===== config.mk =====
export PLATFORM = sky130hd
export DESIGN_NAME = firc_feeder
export DESIGN_NICKNAME = d
export VERILOG_FILES = /design/src/rtl/fir_structs.sv /design/src/rtl/firc_samp_buf.sv /design/src/rtl/firc_feeder.sv
export SDC_FILE = /design/constraint.sdc
export NUM_CORES = 2
export LEC_CHECK = 0
export BUFFER_PORTS_ARGS = -buffer_cell sky130_fd_sc_hd__buf_4
export CAP_MARGIN = 0
export CORE_MARGIN = 5
export CORE_UTILIZATION = 45
export CTS_CLUSTER_SIZE = 25
export DETAILED_ROUTE_END_ITERATION = 10
export PLACE_DENSITY = 0.67
export REMOVE_ABC_BUFFERS = 1
export SYNTH_ARGS = -nofsm -noshare
export SYNTH_HDL_FRONTEND = slang
export SYNTH_SLANG_ARGS = --single-unit

===== constraint.sdc =====
create_clock -name Clk -period 57.7 [get_ports Clk]
set_input_delay 8.655 -clock Clk [delete_from_list [all_inputs] [get_ports Clk]]
set_output_delay 8.655 -clock Clk [all_outputs]
set_load 0.02 [all_outputs]

===== src/rtl/fir_structs.sv =====
// Shared types for the complex FIR filter and its input feeder.
// Samples are signed 1.23, coefficients signed 3.24, both as I/Q pairs.
package fir_structs;

    localparam int NUM_COEF  = 15;
    localparam int BUF_DEPTH = 2;

    typedef struct packed {
        logic signed [23:0] I;
        logic signed [23:0] Q;
    } Samp;

    typedef struct packed {
        logic signed [26:0] I;
        logic signed [26:0] Q;
    } Coef;

    typedef enum logic [2:0] {
        ST_IDLE,
        ST_DRAIN,
        ST_LOAD,
        ST_GAP,
        ST_STREAM
    } feed_state_e;

endpackage


===== src/rtl/firc_samp_buf.sv =====
// Small sample FIFO between the upstream source and the firc PushIn port.
// Head is combinational from the read pointer; count is registered.
module firc_samp_buf
    import fir_structs::*;
#(
    parameter int DEPTH = 2
) (
    input  logic                       clk,
    input  logic                       rst,
    input  logic                       i_push,
    input  logic                       i_pop,
    input  Samp                        i_data,
    output Samp                        o_head,
    output logic [$clog2(DEPTH+1)-1:0] o_count
);

    localparam int CW = $clog2(DEPTH + 1);
    localparam int PW = (DEPTH > 1) ? $clog2(DEPTH) : 1;

    Samp           r_mem [DEPTH];
    logic [PW-1:0] r_wr;
    logic [PW-1:0] r_rd;
    logic [CW-1:0] r_count;

    function automatic logic [PW-1:0] f_inc(input logic [PW-1:0] p);
        return (p == PW'(DEPTH - 1)) ? '0 : p + PW'(1);
    endfunction

    always_ff @(posedge clk or posedge rst) begin
        if (rst) begin
            r_wr    <= '0;
            r_rd    <= '0;
            r_count <= '0;
            for (int i = 0; i < DEPTH; i++) r_mem[i] <= '0;
        end else begin
            if (i_push) begin
                r_mem[r_wr] <= i_data;
                r_wr        <= f_inc(r_wr);
            end
            if (i_pop) r_rd <= f_inc(r_rd);
            unique case ({i_push, i_pop})
                2'b10:   r_count <= r_count + CW'(1);
                2'b01:   r_count <= r_count - CW'(1);
                default: ;
            endcase
        end
    end

    assign o_head  = r_mem[r_rd];
    assign o_count = r_count;

endmodule


===== src/rtl/firc_feeder.sv =====
// Drives firc: replays the shadow coefficient bank as a PushCoef burst,
// then streams buffered upstream samples onto PushIn under StopIn.
module firc_feeder #(
    parameter int NUM_COEF  = 15,
    parameter int BUF_DEPTH = 2
) (
    input  logic        Clk,
    input  logic        Reset,
    input  logic        CfgWe,
    input  logic [4:0]  CfgAddr,
    input  logic [26:0] CfgI,
    input  logic [26:0] CfgQ,
    input  logic        CfgLoad,
    input  logic        SrcValid,
    output logic        SrcReady,
    input  logic [23:0] SrcI,
    input  logic [23:0] SrcQ,
    output logic        PushIn,
    input  logic        StopIn,
    output logic [23:0] SampI,
    output logic [23:0] SampQ,
    output logic        PushCoef,
    output logic [4:0]  CoefAddr,
    output logic [26:0] CoefI,
    output logic [26:0] CoefQ,
    output logic        Busy,
    output logic        CoefDone
);

    import fir_structs::*;

    localparam int AW = $clog2(NUM_COEF + 1);
    localparam int SN = 1 << AW;
    localparam int CW = $clog2(BUF_DEPTH + 1);

    feed_state_e   r_state;
    feed_state_e   w_next;
    Coef           r_shadow [SN];
    logic [4:0]    r_cnt;
    logic          r_done;
    logic [CW-1:0] w_count;
    Samp           w_head;
    Samp           w_src;
    Coef           w_coef;
    logic          w_we;
    logic          w_push;
    logic          w_empty;
    logic          w_last;

    // Entry 0 is never written, so index 0 always reads back zero.
    assign w_we = CfgWe
               && (r_state == ST_IDLE || r_state == ST_STREAM)
               && (CfgAddr != 5'd0)
               && (CfgAddr <= 5'(NUM_COEF));

    assign w_coef  = r_shadow[r_cnt[AW-1:0]];
    assign w_last  = (r_cnt == 5'(NUM_COEF));
    assign w_empty = (w_count == '0);
    assign w_src   = {SrcI, SrcQ};
    assign w_push  = SrcValid & SrcReady;

    always_ff @(posedge Clk or posedge Reset) begin
        if (Reset) begin
            for (int i = 0; i < SN; i++) r_shadow[i] <= '0;
        end else if (w_we) begin
            r_shadow[CfgAddr[AW-1:0]] <= {CfgI, CfgQ};
        end
    end

    always_ff @(posedge Clk or posedge Reset) begin
        if (Reset) begin
            r_cnt  <= '0;
            r_done <= 1'b0;
        end else begin
            if (w_next == ST_LOAD)
                r_cnt <= (r_state == ST_LOAD) ? r_cnt + 5'd1 : 5'd1;
            else
                r_cnt <= '0;
            if (r_state == ST_GAP) r_done <= 1'b1;
        end
    end

    always_ff @(posedge Clk or posedge Reset) begin
        if (Reset) r_state <= ST_IDLE;
        else       r_state <= w_next;
    end

    always_comb begin
        w_next = r_state;
        unique case (r_state)
            ST_IDLE:   if (CfgLoad) w_next = ST_LOAD;
            ST_DRAIN:  if (w_empty) w_next = ST_LOAD;
            ST_LOAD:   if (w_last)  w_next = ST_GAP;
            ST_GAP:    w_next = ST_STREAM;
            ST_STREAM: if (CfgLoad) w_next = ST_DRAIN;
            default:   w_next = ST_IDLE;
        endcase
    end

    always_comb begin
        SrcReady = 1'b0;
        PushIn   = 1'b0;
        PushCoef = 1'b0;
        CoefAddr = '0;
        CoefI    = '0;
        CoefQ    = '0;
        Busy     = 1'b0;
        unique case (r_state)
            ST_DRAIN: begin
                Busy   = 1'b1;
                PushIn = !w_empty && !StopIn;
            end
            ST_LOAD: begin
                Busy     = 1'b1;
                PushCoef = 1'b1;
                CoefAddr = r_cnt;
                CoefI    = w_coef.I;
                CoefQ    = w_coef.Q;
            end
            ST_GAP: Busy = 1'b1;
            ST_STREAM: begin
                SrcReady = (w_count < CW'(BUF_DEPTH));
                PushIn   = !w_empty && !StopIn;
            end
            default: ;
        endcase
    end

    assign SampI    = w_empty ? '0 : w_head.I;
    assign SampQ    = w_empty ? '0 : w_head.Q;
    assign CoefDone = r_done | (r_state == ST_GAP);

    firc_samp_buf #(
        .DEPTH(BUF_DEPTH)
    ) u_buf (
        .clk    (Clk),
        .rst    (Reset),
        .i_push (w_push),
        .i_pop  (PushIn),
        .i_data (w_src),
        .o_head (w_head),
        .o_count(w_count)
    );

endmodule


[Yosys cells after proc, flatten, opt, wreduce, memory -nomap -nowiden]
Cells that the tools add are included.
Word-level totals
  bits in registers: 973
  input bits: 113
  output and inout port bits: 112
  word-level logic and storage cells: 115
Operators by class
  add/subtract/negate cells: 5
  $lt $le $gt $ge: 8
  equality and inequality tests: 8
  mux-type cells: 31
  bitwise operators: 6
  reductions and logical operators: 15
Operators by type and width (count)
  $bwmux 864: 1
  $bmux 54 s4: 1
  $demux 54 s4: 1
  $mux 48: 4
  $mux 54: 3
  $bwmux 96: 1
  $mux 27: 2
  $demux 48 s1: 1
  $mux 24: 2
  $mux 5: 3
  $pmux 3 s5: 1
  $mux 3: 4
  $ge 5x5->1 const B: 2
  $not 4->5: 2
  $eq 3x2->1 const B: 3
  $logic_and 1x1->1: 6
  $mux 1: 6
  $add 5x1->5 const B: 1
  $eq 5x4->1 const B: 1
  $le 5x4->1 const B: 1
  $lt 5x1->1 const B: 1
  $reduce_bool 5->1: 1
  $ge 2x2->1 const B: 2
  $not 1->2: 2
  19 further kinds: 21

[Logic depth before layout (Yosys ltp)]
  depth in word-level cells: 6
  depth in mapped cells: 7
  gate-level depth less buffers: 6

[Modules after synthesis]
From an unflattened synthesis, not the netlist that was laid out.
Unflattened totals
  cells, all modules: 2723
  area, all modules: 43251.5 um2
Modules (own cells, without submodules)
  firc_feeder: instances 1, cells each 2453, area an instance 38794.7 um2, seq. area each 21846.0 um2
  firc_samp_buf: instances 1, cells each 270, area an instance 4456.8 um2, seq. area each 2502.4 um2

[Least setup slack after synthesis]
OpenSTA, ideal clock, no wires.
  path kind: input port to output port
  from: in StopIn
  to: out PushIn
  arrival: 9579 ps
  data required time: 49045 ps
  path slack: 39466 ps
  cell stages on the path: 1
  buffers on the path: 0
  cells stage by stage: nor4_1
Between the ends
  cells in the longest elaborated chain, start to end: 3
RTL lines
  from (decl): line firc_feeder.sv:19  | input logic StopIn,
  $logic_not 1->1: line firc_feeder.sv:111, firc_feeder.sv:123
  $logic_and 1x1->1: line firc_feeder.sv:111, firc_feeder.sv:123
  $mux 1
  to (decl): line firc_feeder.sv:18  | output logic PushIn,
Every way passes these cells.

[Worst setup path after layout]
Same ends and word-level chain as after synthesis.

==> summary.md <==
| Metric | Value |
|---|---|
| Post-Syn Instances | `2,855` |
| Cts hold-fix bufs | `0` |
| Detailed-route DRC error count | `0` |
| Period utilization | `31.8%` |
| Antenna Nets Post-Route | `0` |
| First drt pass iteration count | `5` |
| Total number of yosys warnings | `0` |
| Max cap viols | `0` |
| Data arrival at the endpoint of the critical path | `9.70 ns` |
| Storage cell area | `24,400 µm²` |
| Count of port buffers added during placement | `224` |
| Hold Path Stages | `0` |
| Highest fanout seen on the critical path | `3` |
| Post-layout worst setup margin | `39.34 ns` |
| CTS tree | `done` |
| Total gr overflow | `0` |
| Part of the power in registers | `41.6%` |
| Maximum number of pins on one net before global-route repair | `186` |
| Kind of launch point of the worst setup path | `input port` |
| Fill cells | `8,007` |
| Most frequent cells in the layout | `968 x dfrtp_1, 861 x mux2_2, 265 x buf_4` |
| CTS buffer count | `104` |
| Number of placement rows | `114` |
| Portion of the post-synthesis area used by sequential elements | `55.3%` |
| Detailed-route via count | `25,200` |
| Global-route wire length before repair | `170,000 µm` |
| Final worst clock skew | `0.0485 ns` |
| Mean instance size in the synthesized netlist | `15.4 µm²` |
| RSZ-0062 raised after global routing | `false` |
| Slew Limit Headroom | `14.8%` |
| Worst r2r path cells | `4` |
| Area added between synthesis and finish | `13.4%` |
| WL per Instance | `25.7 µm` |
| Outcome | `finished, final reports clean` |
| Number of sinks handled by clock tree synthesis | `973` |
| Part of the total power dissipated in combinational logic | `24.1%` |
| Fraction of layout cells with a size suffix above 1 | `52.2%` |
| Effective utilization at floorplan | `45.4%` |
| Synthesized flop and latch total | `973` |
| Fin cells | `4,277` |
| Clock transition time at the flip-flop clock pins of the worst setup and hold paths | `0.05 ns` |
| Crit path time final | `18.36 ns` |
| Cell area after technology mapping | `44,100 µm²` |
| Total net switching power | `0.631 mW` |
| Antenna violations before repair | `10` |
| Master cell of the clock root buffer | `clkbuf_16` |
| Switching Fraction | `30.3%` |
| Total power divided by cell area | `41.7 nW/µm²` |
| Drt total wl | `110,000 µm` |
| Die Y | `323 µm` |
| Total count of hold-check failures in the final report | `0` |
| Worst-case setup slack after placement | `39.32 ns` |
| Endpoint kind of the worst setup timing path | `primary output` |
| HPWL reported at the end of detailed placement | `61,000 µm` |
| Number of post-CTS setup repair buffers | `0` |
| CTS H-tree depth | `3` |
| Core ar. | `97,000 µm²` |
| Pint | `1.45 mW` |
| Number of vias per cell after detailed routing | `5.89` |
| Setup violations, final | `0` |
| Aggregate negative setup slack | `0 ns` |
| Number of distinct library cells after synthesis | `38` |
| Required time at the endpoint of the critical path | `49.05 ns` |
| Final cell utilization of the core | `51.5%` |
| Die area | `104,000 µm²` |
| Via count of the first global-routing pass | `27,810` |
| Highest ir drop seen on vdd | `0.0556 mV` |
| Buffer levels on the longest clock path | `3` |
| Worst Tran Pin Value | `1.28 ns` |
| Leading cell type in the layout, fill and taps excluded | `dfrtp_1` |
| Clock network latency to the later pin of the worst-skew pair | `0.70 ns` |
| I/O pin cnt | `225` |
| GRT Resource Usage Total | `21.1%` |
| Clock network fraction of design power | `34.2%` |
| Final RePlAce weighted congestion | `0.744` |
| Post-layout net count | `3,027` |
| Multi-input gate area in the final layout | `18,200 µm²` |
| Detailed Route Iter0 Violations | `1,549` |
| Count of pins over their slew limit | `0` |
| Type of the worst min-delay path | `reg -> reg` |
| Placed Cells | `4,081` |
| Post-cts sizing count | `0` |
| Startpoint-to-endpoint class of the critical path | `in -> out` |
| Static leakage | `24.5 nW` |
| DIE WIDTH | `323 µm` |
| Maximum operating frequency | `54.5 MHz` |
worst paths after layout:
kind	startpoint	to	slack [ns]
max reg2reg	r_state[0]	r_shadow[345]	53.51
max in group asynchronous	Reset	r_shadow[208]	45.67
min reg2reg	r_shadow[822]	r_shadow[822]	0.37
min	r_shadow[822]	r_shadow[822]	0.37
min in group asynchronous	Reset	u_buf.r_mem[73]	8.12
max	StopIn	PushIn	39.34
critical path, stage by stage:
cell and delay [ns]:
buf_4 0.11, nor4_1 0.67, buf_4 0.27
cells by family after synthesis:
logic type	after synthesis	share of synthesized area (%)
xor gates and xnor gates	8	0.159
muxes	1170	35.5
AOI/OAI and AO/OA	9	0.136
DFF	973	55.3
buffers and inverters	321	3.63
and+or+nand+nor	371	5.23
adders and majority gates	3	0.0852
power by group through the flow:
stage	clock network (mW)	registers [mW]	logic (mW)
floorplan	0	0.899	0.334
global placement	0	0.865	0.497
detailed placement	0	0.877	0.508
CTS	0.727	0.865	0.509
global route	0.755	0.878	0.537
finish	0.713	0.866	0.502
through the flow:
step | hold slack [ns] | instance area [µm²] | total power, mW
finish | 0.371 | 50000 | 2.08
global route | 0.380 | 50000 | 2.17
CTS | 0.376 | 50000 | 2.10
detailed placement | 0.363 | 46200 | 1.38
global placement | 0.360 | 46200 | 1.36
floorplan | 0.349 | 42500 | 1.23
Yosys cell counts:
master	n	share of area, %
nand4_1	54	0.77
nor4b_1	1	0.020
nand4b_1	8	0.16
xor2_1	3	0.060
inv_1	3	0.026
buf_6	31	0.79
and2_1	3	0.043
mux2i_1	48	1.1
xnor2_1	5	0.099
a21oi_1	2	0.023
nor4b_4	2	0.11
mux2_4	26	0.89
mux2_1	19	0.49
nor2b_1	3	0.043
buf_2	86	0.98
buf_1	15	0.13
and3_1	1	0.014
mux4_2	216	11
nor4bb_1	2	0.045
nand2b_1	2	0.028
o21ai_0	1	0.011
clkbuf_1	172	1.5
nor3b_1	2	0.034
dfrtp_1	973	55
nand2_1	7	0.060
nor2_1	55	0.47
o21bai_1	4	0.068
o22ai_1	1	0.014
nor3_1	4	0.045
ha_1	3	0.085
nand4_4	4	0.19
mux2_2	861	22
and4bb_2	3	0.085
nor4_1	1	0.014
buf_4	14	0.24
o22a_1	1	0.020
nand3_1	110	1.2
nand3b_1	109	1.9
routing by layer:
metal  wire length, µm  global-route usage, %  part of all wire (%)
met3              6410                   4.51                   5.8
met5                61                      0                 0.056
met1             46700                   28.5                    43
met2             53000                   34.5                    48
met4              3580                   6.66                   3.3
state kept, by name (all words and copies together) (netlist names):
register	flops
u_buf.r_mem	96
u_buf.o_count	2
r_done	1
r_cnt	5
r_shadow	864
u_buf.r_wr	1
u_buf.r_rd	1
r_state	3
final cells by class:
cell class              instances  share of cell area, %
diodes                          3                 0.0150
clock buffers                 154                   6.21
clock inverters                39                   1.30
inverters                       3                 0.0376
multi-input cells            1561                   36.4
flip-flops and latches        973                   48.8
well taps                    1276                   3.20
repair buffers                268                   4.10
(Power assumes the default switching activity.)
